==> src/rtl/calc_sequencer.sv <==
// ---------------------------------------------------------------------------
// calc_sequencer
//
// Sequencing controller for the 2-bit add/sub/multiply calculator. Each raw
// push-button is synchronised and debounced into a single-cycle press pulse.
// An FSM then steps the user through load A -> load B -> execute -> show.
//
// Ports
//   clk          system clock, all state on the rising edge
//   rst          asynchronous, active-high reset
//   btnLoadA     raw button: load operand A
//   btnLoadB     raw button: load operand B
//   btnExec      raw button: execute the selected operation
//   btnClear     raw button: abort the sequence and clear the display
//   op_in        opcode switches (00 add, 01 sub, 10 mul, 11 illegal)
//   alu_result   combinational ALU result
//   alu_status   ALU carry/borrow/overflow flag
//   loadA        one-cycle load strobe for operand register A
//   loadB        one-cycle load strobe for operand register B
//   op_out       registered opcode driving the ALU
//   result_led   captured ALU result
//   flag_led     captured ALU flag
//   err          sticky illegal-opcode indication
//   state_out    current FSM state encoding for the debug LEDs
// ---------------------------------------------------------------------------
module calc_sequencer #(
    parameter int DEBOUNCE_CYCLES = 16
) (
    input  logic       clk,
    input  logic       rst,
    input  logic       btnLoadA,
    input  logic       btnLoadB,
    input  logic       btnExec,
    input  logic       btnClear,
    input  logic [1:0] op_in,
    input  logic [3:0] alu_result,
    input  logic       alu_status,
    output logic       loadA,
    output logic       loadB,
    output logic [1:0] op_out,
    output logic [3:0] result_led,
    output logic       flag_led,
    output logic       err,
    output logic [2:0] state_out
);

    localparam int CNT_W = $clog2(DEBOUNCE_CYCLES + 1);
    localparam logic [CNT_W-1:0] CNT_LAST = CNT_W'(DEBOUNCE_CYCLES - 1);

    // Button lanes, one bit each.
    localparam int BTN_A   = 0;
    localparam int BTN_B   = 1;
    localparam int BTN_EX  = 2;
    localparam int BTN_CLR = 3;

    typedef enum logic [2:0] {
        IDLE   = 3'd0,
        WAIT_B = 3'd1,
        READY  = 3'd2,
        EXEC   = 3'd3,
        SHOW   = 3'd4
    } state_t;

    // ------------------------------------------------------------------
    // Button front end: 2-flop synchroniser, debounce counter, edge detect
    // ------------------------------------------------------------------
    logic [3:0]       btn_raw;
    logic [3:0]       sync1_q, s_q;
    logic [3:0]       db_q, db_d, db_dly_q;
    logic [CNT_W-1:0] cnt_q [4];
    logic [CNT_W-1:0] cnt_d [4];
    logic [3:0]       press;

    assign btn_raw = {btnClear, btnExec, btnLoadB, btnLoadA};

    // NOTE: in a combinational block every output gets a default before any
    // branch; a path that leaves one unassigned would infer a latch.
    always_comb begin
        db_d = db_q;
        for (int i = 0; i < 4; i++) begin
            cnt_d[i] = '0;
            if (s_q[i] != db_q[i]) begin
                // The level is only accepted after an unbroken run of
                // differing samples; any agreeing sample restarts the run.
                if (cnt_q[i] == CNT_LAST) begin
                    db_d[i] = ~db_q[i];
                end else begin
                    cnt_d[i] = cnt_q[i] + CNT_W'(1);
                end
            end
        end
    end

    // NOTE: clocked state uses non-blocking assignments so every register
    // samples the pre-edge values regardless of statement order.
    always_ff @(posedge clk or posedge rst) begin
        if (rst) begin
            sync1_q  <= '0;
            s_q      <= '0;
            db_q     <= '0;
            db_dly_q <= '0;
            for (int i = 0; i < 4; i++) begin
                cnt_q[i] <= '0;
            end
        end else begin
            sync1_q  <= btn_raw;
            s_q      <= sync1_q;
            db_q     <= db_d;
            db_dly_q <= db_q;
            for (int i = 0; i < 4; i++) begin
                cnt_q[i] <= cnt_d[i];
            end
        end
    end

    // One pulse per accepted rising level; releases produce nothing.
    assign press = db_q & ~db_dly_q;

    // ------------------------------------------------------------------
    // Sequencing FSM
    // ------------------------------------------------------------------
    state_t     state_q, state_d;
    logic [1:0] op_q, op_d;
    logic [3:0] result_q, result_d;
    logic       flag_q, flag_d;
    logic       err_q, err_d;

    always_ff @(posedge clk or posedge rst) begin
        if (rst) begin
            state_q  <= IDLE;
            op_q     <= '0;
            result_q <= '0;
            flag_q   <= 1'b0;
            err_q    <= 1'b0;
        end else begin
            state_q  <= state_d;
            op_q     <= op_d;
            result_q <= result_d;
            flag_q   <= flag_d;
            err_q    <= err_d;
        end
    end

    always_comb begin
        state_d  = state_q;
        op_d     = op_q;
        result_d = result_q;
        flag_d   = flag_q;
        err_d    = err_q;
        loadA    = 1'b0;
        loadB    = 1'b0;

        // Clear outranks every other button and suppresses all strobes.
        if (press[BTN_CLR]) begin
            state_d  = IDLE;
            result_d = '0;
            flag_d   = 1'b0;
            err_d    = 1'b0;
        end else begin
            case (state_q)
                IDLE: begin
                    if (press[BTN_A]) begin
                        loadA   = 1'b1;
                        err_d   = 1'b0;
                        state_d = WAIT_B;
                    end
                end
                WAIT_B: begin
                    loadA = press[BTN_A];
                    if (press[BTN_B]) begin
                        loadB   = 1'b1;
                        state_d = READY;
                    end
                end
                READY: begin
                    // Operand reloads win over a simultaneous execute.
                    if (press[BTN_A] || press[BTN_B]) begin
                        loadA = press[BTN_A];
                        loadB = press[BTN_B];
                    end else if (press[BTN_EX]) begin
                        if (op_in == 2'b11) begin
                            err_d   = 1'b1;
                            state_d = IDLE;
                        end else begin
                            op_d    = op_in;
                            state_d = EXEC;
                        end
                    end
                end
                EXEC: begin
                    // The ALU has seen operands and op_out for a full cycle.
                    result_d = alu_result;
                    flag_d   = alu_status;
                    state_d  = SHOW;
                end
                SHOW: begin
                    if (press[BTN_A]) begin
                        loadA   = 1'b1;
                        state_d = WAIT_B;
                    end
                end
                default: state_d = IDLE;
            endcase
        end
    end

    assign op_out     = op_q;
    assign result_led = result_q;
    assign flag_led   = flag_q;
    assign err        = err_q;
    assign state_out  = state_q;

endmodule
==> config.mk <==
export PLATFORM = sky130hd
export DESIGN_NAME = calc_sequencer
export DESIGN_NICKNAME = d
export VERILOG_FILES = /design/src/rtl/calc_sequencer.sv
export SDC_FILE = /design/constraint.sdc
export NUM_CORES = 1
export LEC_CHECK = 0
export BUFFER_PORTS_ARGS = -buffer_cell sky130_fd_sc_hd__buf_2
export CAP_MARGIN = 20
export CELL_PAD_IN_SITES_DETAIL_PLACEMENT = 0
export CELL_PAD_IN_SITES_GLOBAL_PLACEMENT = 1
export CORE_ASPECT_RATIO = 1.75
export CORE_MARGIN = 10
export CORE_UTILIZATION = 45
export DETAILED_ROUTE_END_ITERATION = 6
export GPL_ROUTABILITY_DRIVEN = 0
export PLACE_DENSITY = 0.74
export RECOVER_POWER = 25
export SLEW_MARGIN = 15
export SYNTH_ARGS = -nofsm -noshare
export SYNTH_HDL_FRONTEND = slang
export SYNTH_SLANG_ARGS = --single-unit
==> constraint.sdc <==
create_clock -name clk -period 1.75 [get_ports clk]
set_clock_uncertainty 0.1 [all_clocks]
set_input_delay 0.2625 -clock clk [delete_from_list [all_inputs] [get_ports clk]]
set_output_delay 0.2625 -clock clk [all_outputs]
set_load 0.03 [all_outputs]
==> results.yml <==
placement:
  dp_slack_ns: 0.241
  dp_hpwl_mm: 2.45
  port_buffers: 25
logic_synthesis:
  yosys_warnings: 0
  synth_edf_count: 0
  async_flop_share_pct: 100
  synth_xor_area_share_pct: 5.92
  synthAdderAreaFrac_pct: 3.12
  ys.flop_type: "dfrtp_1"
  synth_top_family_by_area: "simple AND/OR/NAND/NOR gates"
  yosysTopAreaCell: "dfrtp_1"
  synth_compound_area_share_pct: 4.55
  synthCells: 156
  synthSimpleGateAreaFrac_pct: 17.9
  yosysTopAreaCellShare_pct: 61.2
  syn_nets: 173
  ys_types: 36
  netlist_area_sq_mm: 0.00192
  synth_mux_area_share_pct: 4.94
  ys_ff_latch: 47
  yosysSeqAreaShare_pct: 61.2
  syn_avg_cell_area_sq_um: 12.3
  synthTopCellsByArea: "dfrtp_1, xor2_1, nor2_1"
route:
  postRouteAntennaNets: 0
  via_per_inst: 5.12
  drt-total-wl_mm: 3.45
  drtIter0Drc: 120
  firstDrtPassIters: 4
  vias: 1285
  drc: 0
  routedWlPerCell_um: 13.7
pwr:
  switching_power_w: 0.000441
  switching_share_pct: 23.2
  peakVddDrop_v: 0.000700
  seqPwrFrac_pct: 60.5
  p_clk_share_pct: 32.3
  totalPowerFinal_w: 0.00190
  internal-power_w: 0.00146
  p_per_area_mw_per_mm2: 813
  p_comb_share_pct: 7.2
  p_leak_nw: 1.21
final_layout:
  nNetsFinal: 218
  final_cell_mix: "dfrtp_1, buf_2, nor2_1"
  n_antenna_cell: 0
  area_growth_pct: 21.7
  drive_above_1_share_pct: 28.2
  final_common_cell: "dfrtp_1"
  fill_cells: 357
grt:
  antenna_found_initial: 0
  grt_pass1_wl_mm: 6.00
  grt_pass1_vias: 1437
  overflow: 0
  grt_max_degree: 48
  grt.total_usage_pct: 9.68
hold_path:
  hold_path.class: "primary input to flip-flop"
run_status:
  status: "finished clean"
critical_path:
  critPathLaunchType: "flip-flop"
  max_stage_delay_ns: 0.39
  worstPathArrival_ns: 1.33
  cp_cell_sequence: "buf_4 -> xnor2_1 -> nor4_4 -> buf_6"
  slowest_stage: "dfrtp_1"
  path_class: "flip-flop to output port"
  crit_fanout: 8
  crit_family: "flip-flops"
  critPathBufInv: 2
  cp.required_ns: 1.39
  cp-end-kind: "output port"
clock_network:
  cts_tree: "done"
  clk_pin_slew_ns: 0.08
  root_buffer: "clkbuf_8"
  h-tree-depth: 2
  clk_latency_ns: 0.30
  numClockSinks: 47
  cts.path.max_buffers: 2
  cts_buffers: 5
sta:
  timing.fmax_mhz: 592
  tns_ns: 0
  worst_pin_slew_ns: 0.995
  drv_slew: 0
  setup_viol: 0
  whs_ns: 0.118
  slew_headroom_pct: 33.6
  setup_ws_ns: 0.0610
  period_share_pct: 96.5
  fin_crit_ns: 1.69
  hold_viol: 0
job:
  cap_violations: 0
floorplanning:
  rows: 31
  chipHeight_um: 106
  ios: 26
  die_w_um: 69.4
  dieArea_sq_mm: 0.00739
  initial_core_util_pct: 46.3
  core_area_sq_mm: 0.00415
-- Yosys cell counts, types with 2 or more instances --
master    count
a21oi_1       2
and2_1        8
and3_1        4
buf_6         2
mux2_2        4
a31oi_1       2
nor3_1        2
nor2_1       21
xor2_1       12
dfrtp_1      47
o21ai_0       5
nand3_1       9
inv_1         3
nand2_1       4
a211oi_1      2
ha_1          4
mux2i_1       5
nor4_1        2
-- routing by layer --
metal	vias to the layer above	track usage (%)	routed length, um
met5	-	0	0
met4	0	5.49	77
met2	30	17.6	1800
met3	7	3.35	184
met1	629	9.15	1390
li1	619	-	-
-- cell type report --
class / count / area, sq um / share of cell area (%)
Sequential cell: 47 / 1180 / 50.2
Multi-Input combinational cell: 102 / 736 / 31.4
Timing Repair Buffer: 42 / 275 / 11.8
Clock buffer: 7 / 76.3 / 3.26
Tap cell: 49 / 61.3 / 2.62
Inverter: 3 / 11.3 / 0.481
Clock inverter: 1 / 5.00 / 0.214
-- worst reg2reg max path: stages (launching register included) --
cell and delay, ns:
dfrtp_1 0.37, or2b_4 0.29, buf_4 0.14, buf_4 0.14
and4b_1 0.21, a31oi_1 0.20, nor3_1 0.06
-- sequential cells by signal (all words and copies together) (netlist names), 2 cells and up --
name	flops
db_q	4
cnt_q	20
op_out	2
result_led	4
db_dly_q	4
state_out	3
s_q	4
sync1_q	4
-- power by group through the flow --
| stage | sequential [W] | clock (W) | combinational [W] |
|---|---|---|---|
| detailed placement | 0.00117 | 0 | 0.000137 |
| global route | 0.00116 | 0.000698 | 0.000157 |
| finish | 0.00115 | 0.000614 | 0.000137 |
| floorplan | 0.00119 | 0 | 0.0000694 |
| global placement | 0.00117 | 0 | 0.000130 |
| CTS | 0.00115 | 0.000644 | 0.000146 |
-- per-stage QoR --
step	cells	instance area [sq um]	util (%)
finish	251	2340	56.4
global route	251	2340	56.4
CTS	245	2290	55.2
detailed placement	231	2140	51.6
global placement	231	2140	51.6
floorplan	156	1940	-
-- path summary, 6_finish.rpt --
| check | start | end | slack, ns | depth (start not counted) |
|---|---|---|---|---|
| max in group asynchronous | rst | cnt_q[16]$_DFF_PP0_ | 0.21 | 4 |
| min in group asynchronous | rst | sync1_q[1]$_DFF_PP0_ | 0.72 | 4 |
| hold / removal | alu_result[1] | result_led[1]$_DFFE_PP0P_ | 0.12 | 3 |
| setup reg to reg | db_q[0]$_DFFE_PP0P_ | err$_DFFE_PP0P_ | 0.12 | 6 |
| setup / recovery | state_out[0]$_DFFE_PP0P_ | loadB | 0.06 | 4 |
| hold reg to reg | sync1_q[2]$_DFF_PP0_ | s_q[2]$_DFF_PP0_ | 0.25 | 0 |
-- logic make-up after synthesis --
logic type      count (synthesis)
xor+xnor                       13
compound gates                 14
mux                             9
flops                          47
simple gates                   61
fa+ha+maj                       5
buf+inv                         7
-- repair_timing --
| action | 4_1_cts | 5_1_grt |
|---|---|---|
| resized for setup | 3 | 5 |
| hold buffers | 5 | 0 |
| setup buffers | 1 | 6 |
| pin swaps | 0 | 0 |
| endpoints found under the hold margin | 51 | 0 |
| setup endpoints to repair | 2 | 2 |
Note: power is estimated with default switching activity, not from simulation.
